===== src/rtl/pwm_pkg.sv =====
// Shared types and defaults for the PWM H-bridge motor driver.
// Drive-state encoding plus default counter width and dead-time length.
package pwm_pkg;

    typedef enum logic [1:0] {
        COAST,
        FWD,
        REV,
        BRAKE
    } drive_state_t;

    localparam int CNT_W_DEF    = 8;
    localparam int DEADTIME_DEF = 4;

endpackage


===== src/rtl/pwm_motor_main_if.sv =====
// Control/drive bundle between register logic and the motor PWM block.
// master = control side, slave = PWM generator.
interface pwm_motor_main_if
    import pwm_pkg::*;
#(
    parameter int CNT_W = CNT_W_DEF
);

    logic             pwm_out;
    logic             direction;
    logic             motorbrake;
    logic [CNT_W-1:0] period;
    logic [CNT_W-1:0] duty_cycle;
    logic             motor_direction1;
    logic             motor_direction2;

    modport master (
        output pwm_out,
        output direction,
        output motorbrake,
        output period,
        output duty_cycle,
        input  motor_direction1,
        input  motor_direction2
    );

    modport slave (
        input  pwm_out,
        input  direction,
        input  motorbrake,
        input  period,
        input  duty_cycle,
        output motor_direction1,
        output motor_direction2
    );

endinterface


===== src/rtl/pwm_counter.sv =====
// Free-running PWM counter with shadowed period/duty.
// Settings are adopted only at a period wrap, so duty edits are glitch-free.
module pwm_counter
    import pwm_pkg::*;
#(
    parameter int CNT_W = CNT_W_DEF
) (
    input  logic             clk,
    input  logic             rst,
    input  logic [CNT_W-1:0] period,
    input  logic [CNT_W-1:0] duty_cycle,
    output logic             pwm_raw
);

    logic [CNT_W-1:0] cnt_q, cnt_d;
    logic [CNT_W-1:0] per_q, per_d;
    logic [CNT_W-1:0] duty_q, duty_d;
    logic             per_zero;
    logic             wrap;

    // Period boundary detection; a zero period parks the counter at 0
    // and keeps sampling new settings every cycle.
    always_comb begin
        per_zero = (per_q == '0);
        wrap     = !per_zero && (cnt_q == per_q - CNT_W'(1));
        pwm_raw  = !per_zero && (cnt_q < duty_q);
    end

    // Next counter value and shadow reload at the wrap.
    always_comb begin
        cnt_d  = cnt_q + CNT_W'(1);
        per_d  = per_q;
        duty_d = duty_q;
        if (wrap || per_zero) begin
            cnt_d  = '0;
            per_d  = period;
            duty_d = duty_cycle;
        end
    end

    // Counter and shadow registers.
    always_ff @(posedge clk or posedge rst) begin
        if (rst) begin
            cnt_q  <= '0;
            per_q  <= '0;
            duty_q <= '0;
        end else begin
            cnt_q  <= cnt_d;
            per_q  <= per_d;
            duty_q <= duty_d;
        end
    end

endmodule


===== src/rtl/pwm_motor_main.sv =====
// H-bridge leg driver: drive-state decode and registered leg outputs.
// Define PWM_DEADTIME_EN to blank both legs on a direction reversal.
module pwm_motor_main
    import pwm_pkg::*;
#(
    parameter int CNT_W = CNT_W_DEF
`ifdef PWM_DEADTIME_EN
    ,
    parameter int DEADTIME = DEADTIME_DEF
`endif
) (
    input  logic              clk,
    input  logic              rst,
    pwm_motor_main_if.slave   bus
);

    drive_state_t state;
    logic         pwm_raw;
    logic         dt_hold;
    logic         md1_q, md1_d;
    logic         md2_q, md2_d;

    pwm_counter #(
        .CNT_W (CNT_W)
    ) u_counter (
        .clk        (clk),
        .rst        (rst),
        .period     (bus.period),
        .duty_cycle (bus.duty_cycle),
        .pwm_raw    (pwm_raw)
    );

    // Drive-state priority: brake, then coast, then direction.
    always_comb begin
        state = REV;
        if (bus.motorbrake) begin
            state = BRAKE;
        end else if (!bus.pwm_out) begin
            state = COAST;
        end else if (bus.direction) begin
            state = FWD;
        end
    end

`ifdef PWM_DEADTIME_EN
    localparam int DT_W = $clog2(DEADTIME + 1);

    logic [DT_W-1:0] dt_q, dt_d;
    logic            dir_q, dir_d;

    // Dead-time window: a reversal while driving blanks both legs;
    // a further reversal inside the window restarts it.
    always_comb begin
        dir_d   = bus.direction;
        dt_d    = dt_q;
        dt_hold = 1'b0;
        if (dt_q != '0) begin
            dt_d    = dt_q - DT_W'(1);
            dt_hold = 1'b1;
        end
        if ((state == FWD || state == REV) && (bus.direction != dir_q)) begin
            dt_d    = DT_W'(DEADTIME - 1);
            dt_hold = 1'b1;
        end
    end

    // Dead-time counter and last-seen direction.
    always_ff @(posedge clk or posedge rst) begin
        if (rst) begin
            dt_q  <= '0;
            dir_q <= 1'b0;
        end else begin
            dt_q  <= dt_d;
            dir_q <= dir_d;
        end
    end
`else
    assign dt_hold = 1'b0;
`endif

    // Leg drive per state; only brake ever raises both legs.
    always_comb begin
        md1_d = 1'b0;
        md2_d = 1'b0;
        unique case (state)
            BRAKE: begin
                md1_d = 1'b1;
                md2_d = 1'b1;
            end
            FWD:   md1_d = pwm_raw && !dt_hold;
            REV:   md2_d = pwm_raw && !dt_hold;
            COAST: ;
        endcase
    end

    // Registered leg outputs, cleared asynchronously on reset.
    always_ff @(posedge clk or posedge rst) begin
        if (rst) begin
            md1_q <= 1'b0;
            md2_q <= 1'b0;
        end else begin
            md1_q <= md1_d;
            md2_q <= md2_d;
        end
    end

    assign bus.motor_direction1 = md1_q;
    assign bus.motor_direction2 = md2_q;

endmodule


===== src/flat_wrapper.sv =====
// flat-port wrapper written by rule: the top's interface ports become plain ports
module pwm_motor_main_flat import pwm_pkg::*;
#(
    parameter int CNT_W = CNT_W_DEF

)
  (clk, rst, bus_pwm_out, bus_direction, bus_motorbrake, bus_period, bus_duty_cycle, bus_motor_direction1, bus_motor_direction2);
  pwm_motor_main_if #(.CNT_W(CNT_W)) bus_i ();
  input  logic clk;
  input  logic rst;
  input wire logic [$bits(bus_i.pwm_out)-1:0] bus_pwm_out;
  input wire logic [$bits(bus_i.direction)-1:0] bus_direction;
  input wire logic [$bits(bus_i.motorbrake)-1:0] bus_motorbrake;
  input wire logic [$bits(bus_i.period)-1:0] bus_period;
  input wire logic [$bits(bus_i.duty_cycle)-1:0] bus_duty_cycle;
  output wire logic [$bits(bus_i.motor_direction1)-1:0] bus_motor_direction1;
  output wire logic [$bits(bus_i.motor_direction2)-1:0] bus_motor_direction2;
  assign bus_i.pwm_out = bus_pwm_out;
  assign bus_i.direction = bus_direction;
  assign bus_i.motorbrake = bus_motorbrake;
  assign bus_i.period = bus_period;
  assign bus_i.duty_cycle = bus_duty_cycle;
  assign bus_motor_direction1 = bus_i.motor_direction1;
  assign bus_motor_direction2 = bus_i.motor_direction2;
  pwm_motor_main #(.CNT_W(CNT_W)) u_core (.clk(clk), .rst(rst), .bus(bus_i));
endmodule

===== config.mk =====
export PLATFORM = sky130hd
export DESIGN_NAME = pwm_motor_main_flat
export DESIGN_NICKNAME = d
export VERILOG_FILES = /design/src/rtl/pwm_pkg.sv /design/src/rtl/pwm_motor_main_if.sv /design/src/rtl/pwm_counter.sv /design/src/rtl/pwm_motor_main.sv /design/src/flat_wrapper.sv
export SDC_FILE = /design/constraint.sdc
export NUM_CORES = 1
export LEC_CHECK = 0
export BUFFER_PORTS_ARGS = -buffer_cell sky130_fd_sc_hd__buf_2
export CAP_MARGIN = 20
export CORE_ASPECT_RATIO = 0.6
export CORE_MARGIN = 3
export CORE_UTILIZATION = 40
export CTS_CLUSTER_DIAMETER = 80
export CTS_CLUSTER_SIZE = 25
export DETAILED_ROUTE_END_ITERATION = 7
export SYNTH_ARGS = -nofsm -noshare
export SYNTH_HDL_FRONTEND = slang
export SYNTH_HIERARCHICAL = 1
export SYNTH_SLANG_ARGS = --single-unit

===== constraint.sdc =====
create_clock -name clk -period 1.8 [get_ports clk]
set_clock_uncertainty 0.05 [all_clocks]
set_input_delay 0.09 -clock clk [delete_from_list [all_inputs] [get_ports clk]]
set_output_delay 0.09 -clock clk [all_outputs]
set_load 0.02 [all_outputs]

; ---- Word-level counts from Yosys, hierarchy flattened
; Cells that the tools add are included.
[word_totals]
ram_bits = 0
mem_bits_ro = 0
reg_bits = 26
input_bits = 21
latchBits = 0
out_inout_bits = 2
n_memories = 0
word_cells = 23
[classes]
mux = 6
eq_ne = 4
n_reduce_logical = 5
n_shift = 0
order_cmp = 1
n_mul = 0
div_mod_pow = 0
bitwise = 0
addsub = 2
[ops]
columns = cell, n
row1 = adder 8 x 1 -> 8 bit (second input constant), 1
row2 = == test 8 bit, 1
row3 = logical NOT 8 bit, 1
row4 = less-than comparator 8 bit, 1
row5 = 2-to-1 mux 8 bit, 1
row6 = subtractor 8 x 1 -> 8 bit (second input constant), 1
row7 = 2-to-1 mux 2 bit, 3
row8 = == test 2 bit (second input constant), 2
row9 = case mux 1 bit (2 select lines), 2
row10 = == test 2 x 1 -> 1 bit (second input constant), 1
row11 = logical AND 1 bit, 2
row12 = logical NOT 1 bit, 1
row13 = logical OR 1 bit, 1

; ---- Logic depth before layout (Yosys ltp)
[depth]
depth_word = 5
depth_mapped = 8
mapped_depth_nobuf = 8

; ---- Hierarchy
; Netlist, hierarchy kept.
[modules_own_cells]
columns = module, area_each_um2, n_inst, seq_area_each_um2, cells_per_inst
row1 = pwm_counter, 1540.2, 1, 600.6, 154
row2 = pwm_motor_main, 73.8, 1, 50.0, 6

; ---- Worst setup path after synthesis
; Ideal clock, no wire load.
[synth_timing]
path_type = reg-to-reg
startpoint = register u_core.u_counter.per_q[0]
endpoint = register u_core.u_counter.per_q[2]
t_arrival_ns = 1.770
slack_ns = -0.160
n_path_buf = 1
required_time_ns = 1.610
path_stages_with_launch = 8
synth_period_minus_slack_ns = 1.960
setup_time_ns = 0.140
cell_sequence = dfrtp_1 inv_1 ha_1 nand2_1 o41ai_1 o2111a_2 buf_4 o22ai_1
[synth_between]
elab_chain_len = 4
elab_cells_between_ends = 6
classes_between = add/sub: 1 / eq/ne: 1 / reduce/logical: 4
[synth_rtl]
columns = item, line_no
row1 = from (decl), pwm_counter.sv:16  ; logic [CNT_W-1:0] per_q, per_d;
row2 = from (signal assigned), pwm_counter.sv:49  ; per_q <= per_d;
row3 = subtractor 8 x 1 -> 8 bit or logical NOT 8 bit (tied branches), "pwm_counter.sv:25, pwm_counter.sv:24"
row4 = == test 8 bit or logical NOT 1 bit (tied branches), pwm_counter.sv:25  ; wrap = !per_zero && (cnt_q == per_q - CNT_W'(1));
row5 = logical AND 1 bit, pwm_counter.sv:25
row6 = logical OR 1 bit (*), pwm_counter.sv:34  ; if (wrap || per_zero) begin
; Every way passes the cells marked *; elsewhere a longest branch is shown, timed or not.
; A chain may end at the register's enable or synchronous reset.

; ---- Final worst setup path
[layout_timing]
startpoint = register u_core.u_counter.per_q[0]
endpoint = register u_core.u_counter.duty_q[7]
[layout_between]
elab_chain_len = 4
elab_cells_between_ends = 6
classes_between = add/sub: 1 / eq/ne: 1 / reduce/logical: 4
[layout_rtl]
columns = item, line_no
row1 = subtractor 8 x 1 -> 8 bit or logical NOT 8 bit (tied branches), "pwm_counter.sv:25, pwm_counter.sv:24"
row2 = == test 8 bit or logical NOT 1 bit (tied branches), pwm_counter.sv:25
row3 = logical AND 1 bit, pwm_counter.sv:25
row4 = logical OR 1 bit (*), pwm_counter.sv:34
row5 = to (signal assigned), pwm_counter.sv:50  ; duty_q <= duty_d;
row6 = to (decl), pwm_counter.sv:17  ; logic [CNT_W-1:0] duty_q, duty_d;
; Marks and branches as above.

==> impl_metrics.toml <==
[critical_path]
cp-endpoint = "u_core/u_counter/duty_q[7]"
slowest_stage = "dfrtp_1"
worst-path-buf-inv = 2
rrSetupSlack_ns = -0.15
worst_r2r_path_depth = 8
crit_arrival_ns = 2.08
cpLargestDelayFamily = "compound AO/OA/AOI/OAI gates"
r2r_end = "u_core/u_counter/duty_q[7]"
startpoint = "u_core/u_counter/per_q[0]"
crit_cells = 8
reg2reg_from = "u_core/u_counter/per_q[0]"
required_ns = 1.94
end_kind = "flop"
crit_type = "reg2reg"
crit_fanout = 18
crit_chain = "inv_2 -> ha_4 -> and3_4 -> o221ai_4 -> o41ai_4 -> o2111a_2 -> buf_12 -> o32ai_2"
crit_path_max_incr_delay_ns = 0.42
start_kind = "flop"

[finish]
postLayoutCoreUtil_pct = 59.99
nFillCells = 304
stdcell_count = 263
final_cell_mix = "buf_4 (33), dfrtp_1 (25), buf_2 (22)"
mostFrequentLayoutCell = "buf_4"
final_nets = 248
seqCellArea_um2 = 651.9
drive_above_1_share_pct = 43.06
syn_to_final_growth_pct = 39.92
diodes = 0
multi_input_comb_area_um2 = 994.7

[yosys]
synth_top_area_share_pct = 40.31
synth_cells = 160
ys_warn_count = 6
synth_seq_cells = 26
synth.net_count = 190
yosysUniqueCellTypes = 40
ys_seq_area_share_pct = 40.31
synth_area_um2 = 1614
ys_async_sr_fraction_pct = 100.0
synthFlopType = "dfrtp_1"
synth.avg_cell_area_um2 = 10.09
ys_top_cells_by_area = "dfrtp_1 (40%), ha_1 (7.0%), o32ai_2 (5.0%)"
yosys.area.top_type = "dfrtp_1"
synth_edf_count = 0

[timing]
fin_crit_sh_pct = 108.2
slew_headroom_pct = 77.96
rsz0062_at_grt = "yes"
setup_violations = 24
max_freq_mhz = 513.7
slew_viol_final = 0
worst_slew_pin_slew_ns = 0.3290
period_minus_slack_ns = 1.947
hold_violations = 0
setup_slack_ns = -0.1468

[pwr]
p_per_area_nw_per_um2 = 433.3
leakage_nw = 1.110
irDropWorstVdd_mv = 0.3508

[clocking]
clkTransAtPathRegs_ns = 0.09
clock_latency_ns = 0.28
cts_buffers = 3
cts_tree = "done"
root_buffer = "clkbuf_8"
cts.sink_count = 26
htree_levels = 1
cts_buffer_depth = 2

[floorplanning]
die_w_um = 88.01
ios = 23
die_h_um = 55.21
start_util_pct = 42.87
rows = 17
dieArea_um2 = 4858
core_area_um2 = 3765

[global_route]
met3_usage_pct = 7.154
first_global_vias = 1583
met2_usage_pct = 31.01
grt.busiest_layer = "met2"
gr-usage-met1_pct = 28.52
overflow = 0
grt_max_degree = 25
grt_usage_pct = 20.46
antenna_found_initial = 0
grt_pass1_wl_mm = 7.776

[place]
place_inst = 247
gp_congestion = 0.8268
hpwl_mm = 3.293
port_buffers = 22
pre_cts_slack_ns = -0.1313

[route]
vias = 1482
finalWirelength_mm = 4.647
drtIter0Drc = 103
drc = 0
antenna_left = 0
vias_per_cell = 5.635
drtPass1Iterations = 4
wl_per_cell_um = 17.67

[status]
outcome = "finished with violations"
violations = "setup timing"

[min_path]
min_path_type = "in2reg"

[job]
drv_cap = 0
==> layer usage <==
metal	share of wire [%]	routed length, um
met5	0	0
met4	1.2	55
met3	7.1	328
met2	46	2124
met1	46	2139
==> flip-flops by register name, summed over array words and instances (netlist names) <==
signal                       flops
u_core/u_counter/cnt_q           8
u_core/u_counter/duty_q          8
u_core/u_counter/per_q           8
u_core/bus.motor_direction1      1
u_core/bus.motor_direction2      1
==> worst register-to-register path, stage by stage (launching register included) <==
cell	delay, ns
dfrtp_1	0.42
inv_2	0.07
ha_4	0.19
and3_4	0.18
o221ai_4	0.21
o41ai_4	0.12
o2111a_2	0.19
buf_12	0.16
o32ai_2	0.26
==> timing repair <==
item / 4_1_cts / 5_1_grt
setup buffers: 9 / 1
hold buffers: 3 / 0
setup endpoints to repair: 25 / 26
pin swaps: 8 / 9
gates resized for setup: 8 / 10
hold endpoints to repair: 28 / 0
==> power breakdown <==
part	switching (mW)	internal (mW)	total (mW)
registers	0.000839	0.586	0.587
clock network	0.189	0.151	0.340
logic	0.0260	0.0256	0.0516
total	0.216	0.762	0.979
==> cell families after synthesis <==
logic type               synth area share [%]
AO/OA/AOI/OAI                           23.88
XOR/XNOR                                8.683
adder cells (fa/ha/maj)                 6.977
buffers and inverters                   6.899
flip-flops                              40.31
AND/OR/NAND/NOR                         13.26
==> cell usage after synthesis, drive strengths merged, types with 2 or more instances <==
master and number:
ha 9, and3 4, xor2 7, o21bai 2
nor3b 2, inv 17, a21o 3, clkbuf 3
dfrtp 26, nand3 7, o2111ai 2, o32ai 9
nand2 5, nor3 11, o22ai 7, o21ai 16
xnor2 9, buf 5, nand2b 2
==> cell type report <==
type,count,share of cell area [%]
clock buffer,3,1.828
inverter,17,2.825
multi-input combinational,109,44.04
sequential,26,28.86
tap,47,2.604
timing repair buffer,61,19.83
==> through the flow <==
| step | instance area (um2) | total power, mW | TNS [ns] | hold slack (ns) |
|---|---|---|---|---|
| 2_1_floorplan | 1649 | 0.6147 | -0.1693 | -0.2188 |
| 3_3_place_gp | 1999 | 0.6427 | -0.2692 | -0.1051 |
| 3_5_place_dp | 1999 | 0.6447 | -1.434 | -0.09731 |
| 4_1_cts | 2192 | 0.9847 | -1.510 | 0.009208 |
| 5_1_grt | 2258 | 1.019 | -4.589 | 0.01546 |
| 6_report | 2258 | 0.9786 | -2.576 | 0.02793 |
==> worst min path at each step <==
stage	from	slack [ns]	end	cells past startpoint
5_1_grt	bus_pwm_out	0.02	u_core/bus.motor_direction1	2
6_report	bus_period[4]	0.03	u_core/u_counter/per_q[4]	3
2_1_floorplan	rst	-0.22	u_core/bus.motor_direction1	1
4_1_cts	bus_pwm_out	0.009	u_core/bus.motor_direction2	3
3_5_place_dp	rst	-0.1	u_core/bus.motor_direction2	2
3_3_place_gp	rst	-0.11	u_core/bus.motor_direction1	2
(Power assumes the default switching activity.)
